==> src/rtl/switch_press_repeat_if.sv <==
// Switch signal bundle: raw button level in, debounced level and
// press/release/repeat strobes out.
//
// There is no valid/ready handshake here. i_Switch is a free-running
// asynchronous level. Every output is a registered level or a
// single-cycle strobe, valid on every clock once reset is released.
interface switch_press_repeat_if;
   logic i_Switch;
   logic o_Switch;
   logic o_Press_Pulse;
   logic o_Release_Pulse;
   logic o_Repeating;

   // The design side receives the raw switch and drives the results.
   modport slave (
      input  i_Switch,
      output o_Switch,
      output o_Press_Pulse,
      output o_Release_Pulse,
      output o_Repeating
   );

   // The environment side drives the raw switch and observes the results.
   modport master (
      output i_Switch,
      input  o_Switch,
      input  o_Press_Pulse,
      input  o_Release_Pulse,
      input  o_Repeating
   );
endinterface

==> src/rtl/switch_press_repeat.sv <==
// Push-button front end. The raw level goes through a two-flop
// synchronizer and a debouncer. A press/hold/auto-repeat FSM then emits
// one press strobe on the initial press and one per repeat period while
// the button is held. It emits one release strobe when the debounced
// level falls. o_dbg_state exposes the FSM state for observation.
module switch_press_repeat #(
   parameter int DEBOUNCE_LIMIT = 250000,
   parameter int HOLD_LIMIT     = 12500000,
   parameter int REPEAT_LIMIT   = 2500000
) (
   input  logic                 i_Clk,
   input  logic                 i_Rst_L,
   switch_press_repeat_if.slave sw,
   output logic [1:0]           o_dbg_state
);

   localparam int MAX_DH    = (DEBOUNCE_LIMIT > HOLD_LIMIT) ? DEBOUNCE_LIMIT : HOLD_LIMIT;
   localparam int MAX_LIMIT = (MAX_DH > REPEAT_LIMIT) ? MAX_DH : REPEAT_LIMIT;
   localparam int CW        = $clog2(MAX_LIMIT) + 1;

   typedef enum logic [1:0] {
      IDLE   = 2'd0,
      DELAY  = 2'd1,
      REPEAT = 2'd2
   } state_e;

   logic          sync1_q, sync1_d;
   logic          sync2_q, sync2_d;
   logic [CW-1:0] deb_cnt_q, deb_cnt_d;
   logic          switch_q, switch_d;
   state_e        state_q, state_d;
   logic [CW-1:0] hold_cnt_q, hold_cnt_d;
   logic          press_q, press_d;
   logic          release_q, release_d;
   logic          repeating_q, repeating_d;

   logic          differ;
   logic          accept;
   logic          rise;
   logic          fall;

   // Synchronizer and debouncer: count consecutive cycles where the
   // synchronized level disagrees with the accepted one, and flip the
   // accepted level once the disagreement has lasted DEBOUNCE_LIMIT cycles.
   always_comb begin
      sync1_d   = sw.i_Switch;
      sync2_d   = sync1_q;
      deb_cnt_d = '0;
      switch_d  = switch_q;
      differ    = (sync2_q != switch_q);
      accept    = differ && (deb_cnt_q == CW'(DEBOUNCE_LIMIT - 1));
      if (accept) begin
         switch_d = ~switch_q;
      end else if (differ) begin
         deb_cnt_d = deb_cnt_q + 1'b1;
      end
      rise = accept && !switch_q;
      fall = accept &&  switch_q;
   end

   // FSM next state and strobes. Rise and fall are decoded from the
   // same accept condition that flips o_Switch, so the press strobe
   // lands in the same cycle that o_Switch first reads 1. A fall beats
   // any repeat expiry that happens in the same cycle.
   always_comb begin
      state_d    = state_q;
      hold_cnt_d = hold_cnt_q;
      press_d    = 1'b0;
      release_d  = 1'b0;
      unique case (state_q)
         IDLE: begin
            hold_cnt_d = '0;
            if (rise) begin
               state_d = DELAY;
               press_d = 1'b1;
            end
         end
         DELAY: begin
            if (fall) begin
               state_d    = IDLE;
               hold_cnt_d = '0;
               release_d  = 1'b1;
            end else if (hold_cnt_q == CW'(HOLD_LIMIT - 1)) begin
               state_d    = REPEAT;
               hold_cnt_d = '0;
               press_d    = 1'b1;
            end else begin
               hold_cnt_d = hold_cnt_q + 1'b1;
            end
         end
         REPEAT: begin
            if (fall) begin
               state_d    = IDLE;
               hold_cnt_d = '0;
               release_d  = 1'b1;
            end else if (hold_cnt_q == CW'(REPEAT_LIMIT - 1)) begin
               hold_cnt_d = '0;
               press_d    = 1'b1;
            end else begin
               hold_cnt_d = hold_cnt_q + 1'b1;
            end
         end
         default: begin
            state_d    = IDLE;
            hold_cnt_d = '0;
         end
      endcase
      repeating_d = (state_d == REPEAT);
   end

   // State register for the synchronizer, debouncer, FSM and all outputs.
   always_ff @(posedge i_Clk or negedge i_Rst_L) begin
      if (!i_Rst_L) begin
         sync1_q     <= 1'b0;
         sync2_q     <= 1'b0;
         deb_cnt_q   <= '0;
         switch_q    <= 1'b0;
         state_q     <= IDLE;
         hold_cnt_q  <= '0;
         press_q     <= 1'b0;
         release_q   <= 1'b0;
         repeating_q <= 1'b0;
      end else begin
         sync1_q     <= sync1_d;
         sync2_q     <= sync2_d;
         deb_cnt_q   <= deb_cnt_d;
         switch_q    <= switch_d;
         state_q     <= state_d;
         hold_cnt_q  <= hold_cnt_d;
         press_q     <= press_d;
         release_q   <= release_d;
         repeating_q <= repeating_d;
      end
   end

   assign sw.o_Switch        = switch_q;
   assign sw.o_Press_Pulse   = press_q;
   assign sw.o_Release_Pulse = release_q;
   assign sw.o_Repeating     = repeating_q;
   assign o_dbg_state        = state_q;

endmodule
==> src/flat_wrapper.sv <==
// flat-port wrapper written by rule: the top's interface ports become plain ports
module switch_press_repeat_flat 
#(
   parameter int DEBOUNCE_LIMIT = 250000,
   parameter int HOLD_LIMIT     = 12500000,
   parameter int REPEAT_LIMIT   = 2500000
)
  (i_Clk, i_Rst_L, o_dbg_state, sw_i_Switch, sw_o_Switch, sw_o_Press_Pulse, sw_o_Release_Pulse, sw_o_Repeating);
  switch_press_repeat_if sw_i ();
  input  logic i_Clk;
  input  logic i_Rst_L;
  output logic [1:0] o_dbg_state;
  input wire logic [$bits(sw_i.i_Switch)-1:0] sw_i_Switch;
  output wire logic [$bits(sw_i.o_Switch)-1:0] sw_o_Switch;
  output wire logic [$bits(sw_i.o_Press_Pulse)-1:0] sw_o_Press_Pulse;
  output wire logic [$bits(sw_i.o_Release_Pulse)-1:0] sw_o_Release_Pulse;
  output wire logic [$bits(sw_i.o_Repeating)-1:0] sw_o_Repeating;
  assign sw_i.i_Switch = sw_i_Switch;
  assign sw_o_Switch = sw_i.o_Switch;
  assign sw_o_Press_Pulse = sw_i.o_Press_Pulse;
  assign sw_o_Release_Pulse = sw_i.o_Release_Pulse;
  assign sw_o_Repeating = sw_i.o_Repeating;
  switch_press_repeat #(.DEBOUNCE_LIMIT(DEBOUNCE_LIMIT), .HOLD_LIMIT(HOLD_LIMIT), .REPEAT_LIMIT(REPEAT_LIMIT)) u_core (.i_Clk(i_Clk), .i_Rst_L(i_Rst_L), .sw(sw_i), .o_dbg_state(o_dbg_state));
endmodule
==> config.mk <==
export PLATFORM = sky130hd
export DESIGN_NAME = switch_press_repeat_flat
export DESIGN_NICKNAME = d
export VERILOG_FILES = /design/src/rtl/switch_press_repeat_if.sv /design/src/rtl/switch_press_repeat.sv /design/src/flat_wrapper.sv
export SDC_FILE = /design/constraint.sdc
export NUM_CORES = 1
export LEC_CHECK = 0
export CAP_MARGIN = 20
export CORE_AREA = 3 3 75 77
export CTS_BUF_LIST = sky130_fd_sc_hd__clkbuf_4
export DETAILED_ROUTE_END_ITERATION = 7
export DIE_AREA = 0 0 78 80
export GPL_TIMING_DRIVEN = 0
export PLACE_DENSITY = 0.84
export RECOVER_POWER = 50
export SYNTH_ARGS = -nofsm -noshare
export SYNTH_HDL_FRONTEND = slang
export SYNTH_SLANG_ARGS = --single-unit
==> constraint.sdc <==
create_clock -name i_Clk -period 2.6 [get_ports i_Clk]
set_input_delay 0.78 -clock i_Clk [delete_from_list [all_inputs] [get_ports i_Clk]]
set_output_delay 0.78 -clock i_Clk [all_outputs]
set_load 0.1 [all_outputs]
Word-level counts from Yosys, hierarchy flattened
Cells that the tools add are included.
{"block": "word_totals", "reg_bits": 58, "latch_bits": 0, "ram_bits": 0, "rom_bits": 0, "output_inout_bits": 6, "word_cells": 45, "memories": 0}
{"block": "op_classes", "add_sub_neg": 2, "mul": 0, "div": 0, "n_lt_le_gt_ge": 0, "n_eq_ne": 7, "shift": 0, "mux": 20, "bitwise_logic": 1, "n_reduce_logical": 6}
{"op": "$mux W25", "count": 6}
{"op": "$add A25 B1 Y25 const B", "count": 2}
{"op": "$pmux W25 S2", "count": 1}
{"op": "$eq A25 B18 Y1 const B", "count": 1}
{"op": "$eq A25 B22 Y1 const B", "count": 1}
{"op": "$eq A25 B24 Y1 const B", "count": 1}
{"op": "$mux W2", "count": 4}
{"op": "$mux W1", "count": 7}
{"op": "$pmux W2 S3", "count": 1}
{"op": "$eq A2 B2 Y1 const B", "count": 2}
{"op": "$logic_and A1 B1 Y1", "count": 3}
{"op": "$pmux W1 S3", "count": 1}
{"op": "$eq A2 B1 Y1 const B", "count": 1}
{"op": "$logic_not A2 Y1", "count": 1}
{"op": "$reduce_or A2 Y1", "count": 1}
{"op": "$logic_not A1 Y1", "count": 1}
{"op": "$ne A1 B1 Y1", "count": 1}
{"op": "$not A1 Y1", "count": 1}

Longest topological paths before layout
{"block": "depth", "word_depth": 6, "depth_mapped": 8, "mapped_depth_nobuf": 6}

Worst setup path before layout
No wires, ideal clock.
{"block": "synth_timing", "path_kind": "register to register", "startpoint": "register u_core.state_q[0], in the netlist u_core.o_dbg_state[0]", "endpoint": "register u_core.repeating_q, in the netlist u_core.sw.o_Repeating", "t_arrival_ns": 2.035, "required_ns": 2.465, "path_slack_ns": 0.429, "stages_incl_launch_ff": 7, "period_less_slack_ns": 2.171, "cell_sequence": "dfrtp_1 -> inv_1 -> ha_1 -> a211oi_1 -> o32ai_1 -> o21a_1 -> nor4b_2"}
{"block": "synth_via", "word_cells_on_any_way": 9, "cone_classes": "3 x eq/ne; 5 x mux; 1 x reduce/logical"}
{"element": "start, declared", "line": "switch_press_repeat.sv:31", "rtl": "state_e state_q, state_d;"}
{"element": "start signal, assigned", "line": "switch_press_repeat.sv:128", "rtl": "state_q <= state_d;"}
{"element": "$eq A2 B2 Y1, or another cell as far along", "line": "switch_press_repeat.sv:70", "rtl": "unique case (state_q)"}
{"element": "$pmux W2 S3 *", "line": "switch_press_repeat.sv:70"}
{"element": "named net u_core.state_d[1]", "line": "switch_press_repeat.sv:31"}
{"element": "$eq A2 B2 Y1 *", "line": "switch_press_repeat.sv:108", "rtl": "repeating_d = (state_d == REPEAT);"}
{"element": "named net u_core.repeating_d", "line": "switch_press_repeat.sv:35", "rtl": "logic repeating_q, repeating_d;"}
{"element": "end signal, assigned", "line": "switch_press_repeat.sv:132", "rtl": "repeating_q <= repeating_d;"}
{"element": "end, declared", "line": "switch_press_repeat.sv:35"}
Mark *: on every way through the listed nets, which the timed path passes. The rest lies on a longest branch.
A chain may end at the register's enable or synchronous reset.

Worst setup path in the final report
{"block": "layout_timing", "startpoint": "register u_core.state_q[1], in the netlist u_core.o_dbg_state[1]", "endpoint": "output o_dbg_state[1]"}
{"element": "end, declared", "line": "flat_wrapper.sv:12", "rtl": "output logic [1:0] o_dbg_state;"}
No word-level cell between the ends.

==> metrics.txt <==
largest net degree at the start of global routing 38; clk_lat worst skew 0.40 ns; Crit. End Element output port; Syn Nets 326; CP Class reg -> out; Cell Area, Synth 3060 um^2; fin area 3310 um^2; RSZ-0062 raised after global routing no; Syn Inst Count 317; R2R Setup Slk 0.44 ns; hold buffers post-CTS 0; worst hold start u_core.sync1_q$_DFF_PN0_; Slew HR 23.1%; layout net count 346; post-route clock period utilization 95.3%; Worst EP arrival 1.70 ns; RR Endpoint u_core.deb_cnt_q[18]$_DFF_PN0_; worst slew pin tran 1.15 ns; core area 5070 um^2; Hold Path Class reg -> reg; Ys Warns 0; clock sinks 58; PwrDens 444 nW/um^2; share of synthesized registers carrying an async set or reset 100%; Placed Area 3240 um^2; CP Max Fanout 5; postcts setup bufs 0; CP max-delay cell dlygate4sd2_1; max incr delay on CP 0.88 ns; # rows 26; Lkg Pwr 1.37 nW; Max Cap Viol 0; Max Freq 0.403 GHz; Num CTS Buffers 9; total grt overflow 0; CP top delay family buffers and inverters; CTS clk-pin slew, worst paths 0.09 ns; CTS tree built; Power Total 1.47 mW; final hold violations 0; drt first pass iters 4; CTS max path bufs 2; all-layer global routing usage 22.4%; Final ANT Viol Nets 0; R2R cell count 7; initial antenna violation count 0; DR iter-0 viols 217; full die area 6240 um^2; CP bufs+invs 1; Post-synth EDFFs 0; crit path launch u_core.o_dbg_state[1]$_DFF_PN0_; vias in the first global route 2,342; DP Wirelength 4.45 mm; placed cell count 396; FF+latch count, synth 58; Placer Congestion 0.886; I/O Buffers 8; drt total wl 6.17 mm; prevailing post-synth register cell dfrtp_1; status completed; via/cell ratio 5.91; share of post-route cells with drive strength above 1 9.09%; # H-tree levels 3; Initial Utilization 60.3%; WHS 0.388 ns; final cell utilization of the core 65.2%; Die Y 80 um; syn_area_per_cell 9.65 um^2; DRC viols 0; Slew Viols, Final 0; most frequent cells in the layout nor2_1 (60), dfrtp_1 (58), xor2_1 (24), xnor2_1 (22), nand2_1 (20); vias after detailed routing 2,431; critical path, cell by cell dlygate4sd2_1; first-pass GRT wire length 10.9 mm; Period minus WS final 2.48 ns; P&R area growth vs syn 8.22%; register area share after synthesis 47.4%; Final Instance Count excl. Fillers 411; commonest non-fill, non-tap cell in the layout nor2_1; Fillers 423; Critical Path Start Type register; Hold Path Sink u_core.sync2_q$_DFF_PN0_; CTS root buffer clkbuf_4; r2r startpoint u_core.deb_cnt_q[0]$_DFF_PN0_; # setup viols final 0; hold path depth 0; Data required, critical path 1.82 ns; Inserted Diodes 0; clock skew after layout 0.0146 ns; Synth cell types 39; Die Width 78 um; Ports 9; VDD IR max 0.000269 V; average wire per standard cell 15.0 um
[power by group]
part | internal (mW) | total (mW) | switching (mW)
Sequential | 0.907 | 0.912 | 0.00530
Combinational | 0.00792 | 0.0350 | 0.0271
Clock | 0.207 | 0.523 | 0.316
Total | 1.12 | 1.47 | 0.348
[how the worst max path moves through the flow]
stage	cells past startpoint	endpoint	slack, ns
global route	1	o_dbg_state[0]	0.07
floorplan	6	u_core.sw.o_Repeating$_DFF_PN0_	0.43
global placement	1	u_core.deb_cnt_q[16]$_DFF_PN0_	-0.99
CTS	1	sw_o_Switch	0.02
detailed placement	1	sw_o_Switch	0.18
finish	1	o_dbg_state[1]	0.12
[final cells by class]
cell class | count | area (um^2) | share of cell area [%]
flip-flops and latches | 58 | 1450 | 43.8
inverters | 11 | 41.3 | 1.25
well taps | 70 | 87.6 | 2.65
clock buffers | 11 | 82.6 | 2.49
repair buffers | 9 | 67.6 | 2.04
plain buffers | 8 | 42.5 | 1.28
clock inverters | 4 | 20.0 | 0.605
multi-input cells | 240 | 1520 | 45.8
[per-layer routing]
metal	up-vias	part of all wire, %	wire length (um)	global-route usage (%)
li1	1152	-	-	-
met1	1184	45	2750	29.6
met2	78	47	2930	34.9
met3	17	6.0	369	5.53
met4	0	1.8	114	10.3
met5	-	0	0	0
[logic make-up (layout without fill, tap and decap cells)]
| group | count (synthesis) | count (layout) | synth area share (%) |
|---|---|---|---|
| flops | 58 | 58 | 47.4 |
| xor+xnor | 46 | 46 | 13.2 |
| buf+inv | 19 | 43 | 2.74 |
| simple gates | 173 | 173 | 30.9 |
| fa+ha+maj | 6 | 6 | 2.45 |
| compound gates | 15 | 15 | 3.31 |
[registers in the layout, summed over array words and instances (netlist names)]
| name | count |
|---|---|
| u_core.o_dbg_state | 2 |
| u_core.sw.o_Repeating | 1 |
| u_core.sw.o_Switch | 1 |
| u_core.sync1_q | 1 |
| u_core.sw.o_Press_Pulse | 1 |
| u_core.hold_cnt_q | 25 |
| u_core.deb_cnt_q | 25 |
| u_core.sw.o_Release_Pulse | 1 |
| u_core.sync2_q | 1 |
[cell usage after synthesis, drive strengths merged, types with 5 or more instances]
cell type	number	area share, %
and4	9	2.6
nand4	16	3.7
and2	5	1.0
nor4	12	3.1
nand3	18	2.9
and3	7	1.4
ha	6	2.5
nor3	11	1.8
inv	11	1.3
dfrtp	58	47
buf	5	0.98
xor2	24	6.9
nor4b	6	2.1
nand2	20	2.5
xnor2	22	6.3
nor2	60	7.4
[per-stage QoR]
step	setup slack [ns]	setup TNS (ns)
after floorplan	0.429	0
after global placement	-0.990	-57.24
after detailed placement	0.182	0
after CTS	0.0240	0
after global routing	0.0692	0
final	0.121	0
[what timing repair did]
item | CTS | global route
setup endpoints to repair | 6 | 1
cloned | 0 | 0
gates resized for setup | 6 | 2
(Power assumes the default switching activity.)
==> variant 1 (same flow settings) <==
`REPEAT_LIMIT` is set to 2500000 in 2 places; all go to 5000000.
--- a/src/rtl/switch_press_repeat.sv
+++ b/src/rtl/switch_press_repeat.sv
@@ -6,7 +6,7 @@
 module switch_press_repeat #(
    parameter int DEBOUNCE_LIMIT = 250000,
    parameter int HOLD_LIMIT     = 12500000,
-   parameter int REPEAT_LIMIT   = 2500000
+   parameter int REPEAT_LIMIT   = 5000000
 ) (
    input  logic                 i_Clk,
    input  logic                 i_Rst_L,
--- a/src/flat_wrapper.sv
+++ b/src/flat_wrapper.sv
@@ -3,7 +3,7 @@
 #(
    parameter int DEBOUNCE_LIMIT = 250000,
    parameter int HOLD_LIMIT     = 12500000,
-   parameter int REPEAT_LIMIT   = 2500000
+   parameter int REPEAT_LIMIT   = 5000000
 )
   (i_Clk, i_Rst_L, o_dbg_state, sw_i_Switch, sw_o_Switch, sw_o_Press_Pulse, sw_o_Release_Pulse, sw_o_Repeating);
   switch_press_repeat_if sw_i ();
Formal check against the unedited RTL: no difference found for any inputs over 10 cycles, from zero or initial values and one cycle with i_Rst_L low; that may be too few to reach the edited logic, so the function may still have changed.
==> variant 1 against the original RTL <==
Combinational power rose by 8.6%; synthesized area fell by 2.4%; sequential cell count did not move; register-to-register slack got worse by 0.10 ns; wire length fell by 6.4%; cell area fell by 1.1%; worst setup slack got worse by 0.0040 ns; via count fell by 7.0%; power rose by 7.5%; die area did not move; sequential share of layout area rose by 0.49 points.
==> variant 1: results <==
metrics = {
    "placed_design": {
        "pre_cts_ws_ns": 0.257,
        "hpwl_mm": 4.11,
        "dp.cells": 389,
        "place.gp.congestion": 0.873,
        "place_area_mm2": 0.00317,
    },
    "final_layout": {
        "nNetsFinal": 339,
        "drive_above_1_share_pct": 6.87,
    },
    "sta": {
        "tightest_slew_ns": 0.965,
        "finalCritPeriodShare_pct": 95.5,
        "fin_skew_ns": 0.0122,
    },
    "drt": {
        "wl_met2_mm": 2.78,
        "drt-met1-wl_mm": 2.68,
        "drt-total-wl_mm": 5.77,
        "drtIter0Drc": 192,
        "vias": 2262,
        "wl_met3_um": 231,
        "routedWlPerCell_um": 14.3,
    },
    "synth": {
        "synth.area.top_cells": "dfrtp_1 (49%), xnor2_1 (9.4%), nor2_1 (8.0%)",
        "avgSynthCellArea_um2": 9.63,
        "post_synth_num_cell_types": 36,
        "ys_seq_area_share_pct": 48.6,
        "synth_fp_nets": 319,
    },
    "pwr": {
        "power_leakage_nw": 1.34,
        "irDropWorstVdd_mv": 0.231,
    },
    "global_routing": {
        "grtUsageMet3_pct": 4.74,
        "grt_max_degree": 41,
        "met2_usage_pct": 32.7,
        "grt_use_met1_pct": 27.3,
        "grt_pass1_vias": 2194,
        "track_usage_pct": 20.6,
    },
    "worst_setup_path": {
        "crit_slowest_cell": "dlygate4sd2_1",
        "slowest_delay_ns": 0.88,
    },
    "run_status": {
        "status": "completed",
    },
}
[variant 1: cell types whose count changed after synthesis, sizes merged, moves of 4 or more]
cell | before | now
nand4 | 16 | 8
nor2 | 60 | 64
and4 | 9 | 5
xnor2 | 22 | 32
xor2 | 24 | 16
[variant 1: cell type report]
class	instances	area, µm²
flip-flops and latches	58	1450
clock buffers	12	90.1
fillers	392	1800
multi-input cells	230	1410
clock inverters	4	42.5
repair buffers	9	71.3
well taps	70	87.6
plain buffers	9	75.1
inverters	13	48.8
[variant 1: kinds of logic after synthesis]
logic type                 after synthesis  share of synthesized area, %
AOI/OAI and AO/OA                       13                          3.44
adders and majority gates                6                          2.51
xor gates and xnor gates                48                          14.1
buffers and inverters                   22                          4.15
DFF                                     58                          48.6
and+or+nand+nor                        163                          27.2
[variant 1: worst paths after layout]
path	start	end	slack, ns	cells after the start
min in group asynchronous	i_Rst_L	u_core.o_dbg_state[1]	0.52	1
worst max-delay path	u_core.o_dbg_state[1]	o_dbg_state[1]	0.12	1
worst min register to register	u_core.sync1_q	u_core.sync2_q	0.36	0
max in group asynchronous	i_Rst_L	u_core.hold_cnt_q[6]	0.61	2
worst min-delay path	u_core.sync1_q	u_core.sync2_q	0.36	0
worst max register to register	u_core.hold_cnt_q[0]	u_core.hold_cnt_q[9]	0.34	7
[variant 1: where the power goes]
part	switching, mW	internal, mW	leakage, nW
registers	0.00506	0.907	0.804
logic	0.0272	0.0109	0.455
clock network	0.311	0.319	0.0764
total	0.343	1.24	1.34
[variant 1: what timing repair did]
item / CTS / global route
gates resized for setup: 6 / 0
endpoints found under the setup margin: 6 / 0
setup buffers: 0 / 0
==> variant 2 (config.mk and constraints unchanged) <==
Without the edit above. Reset style: synchronous (`i_Rst_L`), changed in one clocked block. Comments in the files are not updated.
--- a/src/rtl/switch_press_repeat.sv
+++ b/src/rtl/switch_press_repeat.sv
@@ -109,7 +109,7 @@
    end
 
    // State register for the synchronizer, debouncer, FSM and all outputs.
-   always_ff @(posedge i_Clk or negedge i_Rst_L) begin
+   always_ff @(posedge i_Clk) begin
       if (!i_Rst_L) begin
          sync1_q     <= 1'b0;
          sync2_q     <= 1'b0;
Formal check against the unedited RTL: no difference found for any inputs over 10 cycles, from zero or initial values and one cycle with i_Rst_L low; that may be too few to reach the edited logic, so the function may still have changed.
==> variant 2 against the original RTL <==
Worst setup slack worse by 0.037 ns; cell area fell by 12%; synthesized area decreased by 13%; wire length shrank 18%; die area unchanged; via count shrank 14%; first-iteration DRC count shrank 63%; sequential cell count unchanged.
Power is not compared: it rests on default switching activity, and its combinational part moved more than twofold at a synthesized area within 25%.
==> variant 2: results <==
metrics = {
    "placed_design": {
        "dp.cells": 381,
        "pre_cts_ws_ns": 0.200,
        "place_area_mm2": 0.00282,
    },
    "worst_hold_path": {
        "min-delay-start": "u_core.sync1_q",
        "hold_depth": 1,
        "hold_end": "u_core.sync2_q",
    },
    "final_layout": {
        "nNetsFinal": 331,
        "nFillCells": 450,
        "drive_above_1_share_pct": 5.21,
    },
    "global_routing": {
        "grtUsageMet3_pct": 4.85,
        "grt_pass1_vias": 1973,
        "grt_max_degree": 11,
        "met2_usage_pct": 28.5,
        "grt_use_met1_pct": 21.1,
        "grt_pass1_wl_mm": 8.64,
    },
    "synth": {
        "postSynth.asyncResetShare_pct": 0,
        "synth.area.top_cells": "dfxtp_1 (44%), xnor2_1 (12%), nor2_1 (9.2%)",
        "avgSynthCellArea_um2": 8.76,
        "ys_seq_area_share_pct": 43.8,
    },
    "worst_setup_path": {
        "cp_max_fo": 6,
        "crit_slowest_cell": "clkdlybuf4s15_1",
        "cp.arrival_ns": 1.74,
        "crit_start": "u_core.sw.o_Switch",
        "reg2reg_slack_ns": 0.25,
        "rr_endpoint": "u_core.hold_cnt_q[17]",
    },
    "sta": {
        "worst_slack_ns": 0.0845,
        "fin_skew_ns": 0.0175,
        "max_slew_margin_pct": 22.7,
        "finalHoldWorstSlack_ns": 0.441,
    },
    "drt": {
        "firstDrtPassIters": 6,
        "routedWlPerCell_um": 12.7,
        "routed_via_density": 5.29,
        "drtIter0Drc": 80,
        "wl_met2_mm": 2.34,
    },
    "run_status": {
        "status": "completed",
    },
}
variant 2: cell types whose count changed after synthesis, moves of 3 or more:
cell,delta
dfrtp_1,-58
clkbuf_1,+3
nand2b_1,-3
inv_1,+3
xnor2_1,+13
buf_2,-3
xor2_1,-11
dfxtp_1,+58
nor2_1,+5
o21ai_0,-3
nand2_1,-5
variant 2: cell families (layout without fill, tap and decap cells):
logic type	Yosys count	after routing	share of synthesized area (%)
and+or+nand+nor	159	159	30.1
DFF	58	58	43.8
AOI/OAI and AO/OA	11	11	3.91
adders and majority gates	6	6	2.83
xor gates and xnor gates	48	48	15.8
buffers and inverters	21	44	3.54
variant 2: repair_timing:
action,4_1_cts,5_1_grt
hold buffers,0,0
cloned,0,0
resized for setup,6,1
setup endpoints to repair,6,1
variant 2: area by class of cell:
type	instances	area share, %
Sequential cell	58	40.0
Inverter	14	1.81
Multi-Input combinational cell	224	47.8
Clock inverter	4	0.690
Buffer	7	1.42
Clock buffer	11	2.85
Tap cell	70	3.02
Timing Repair Buffer	8	2.37
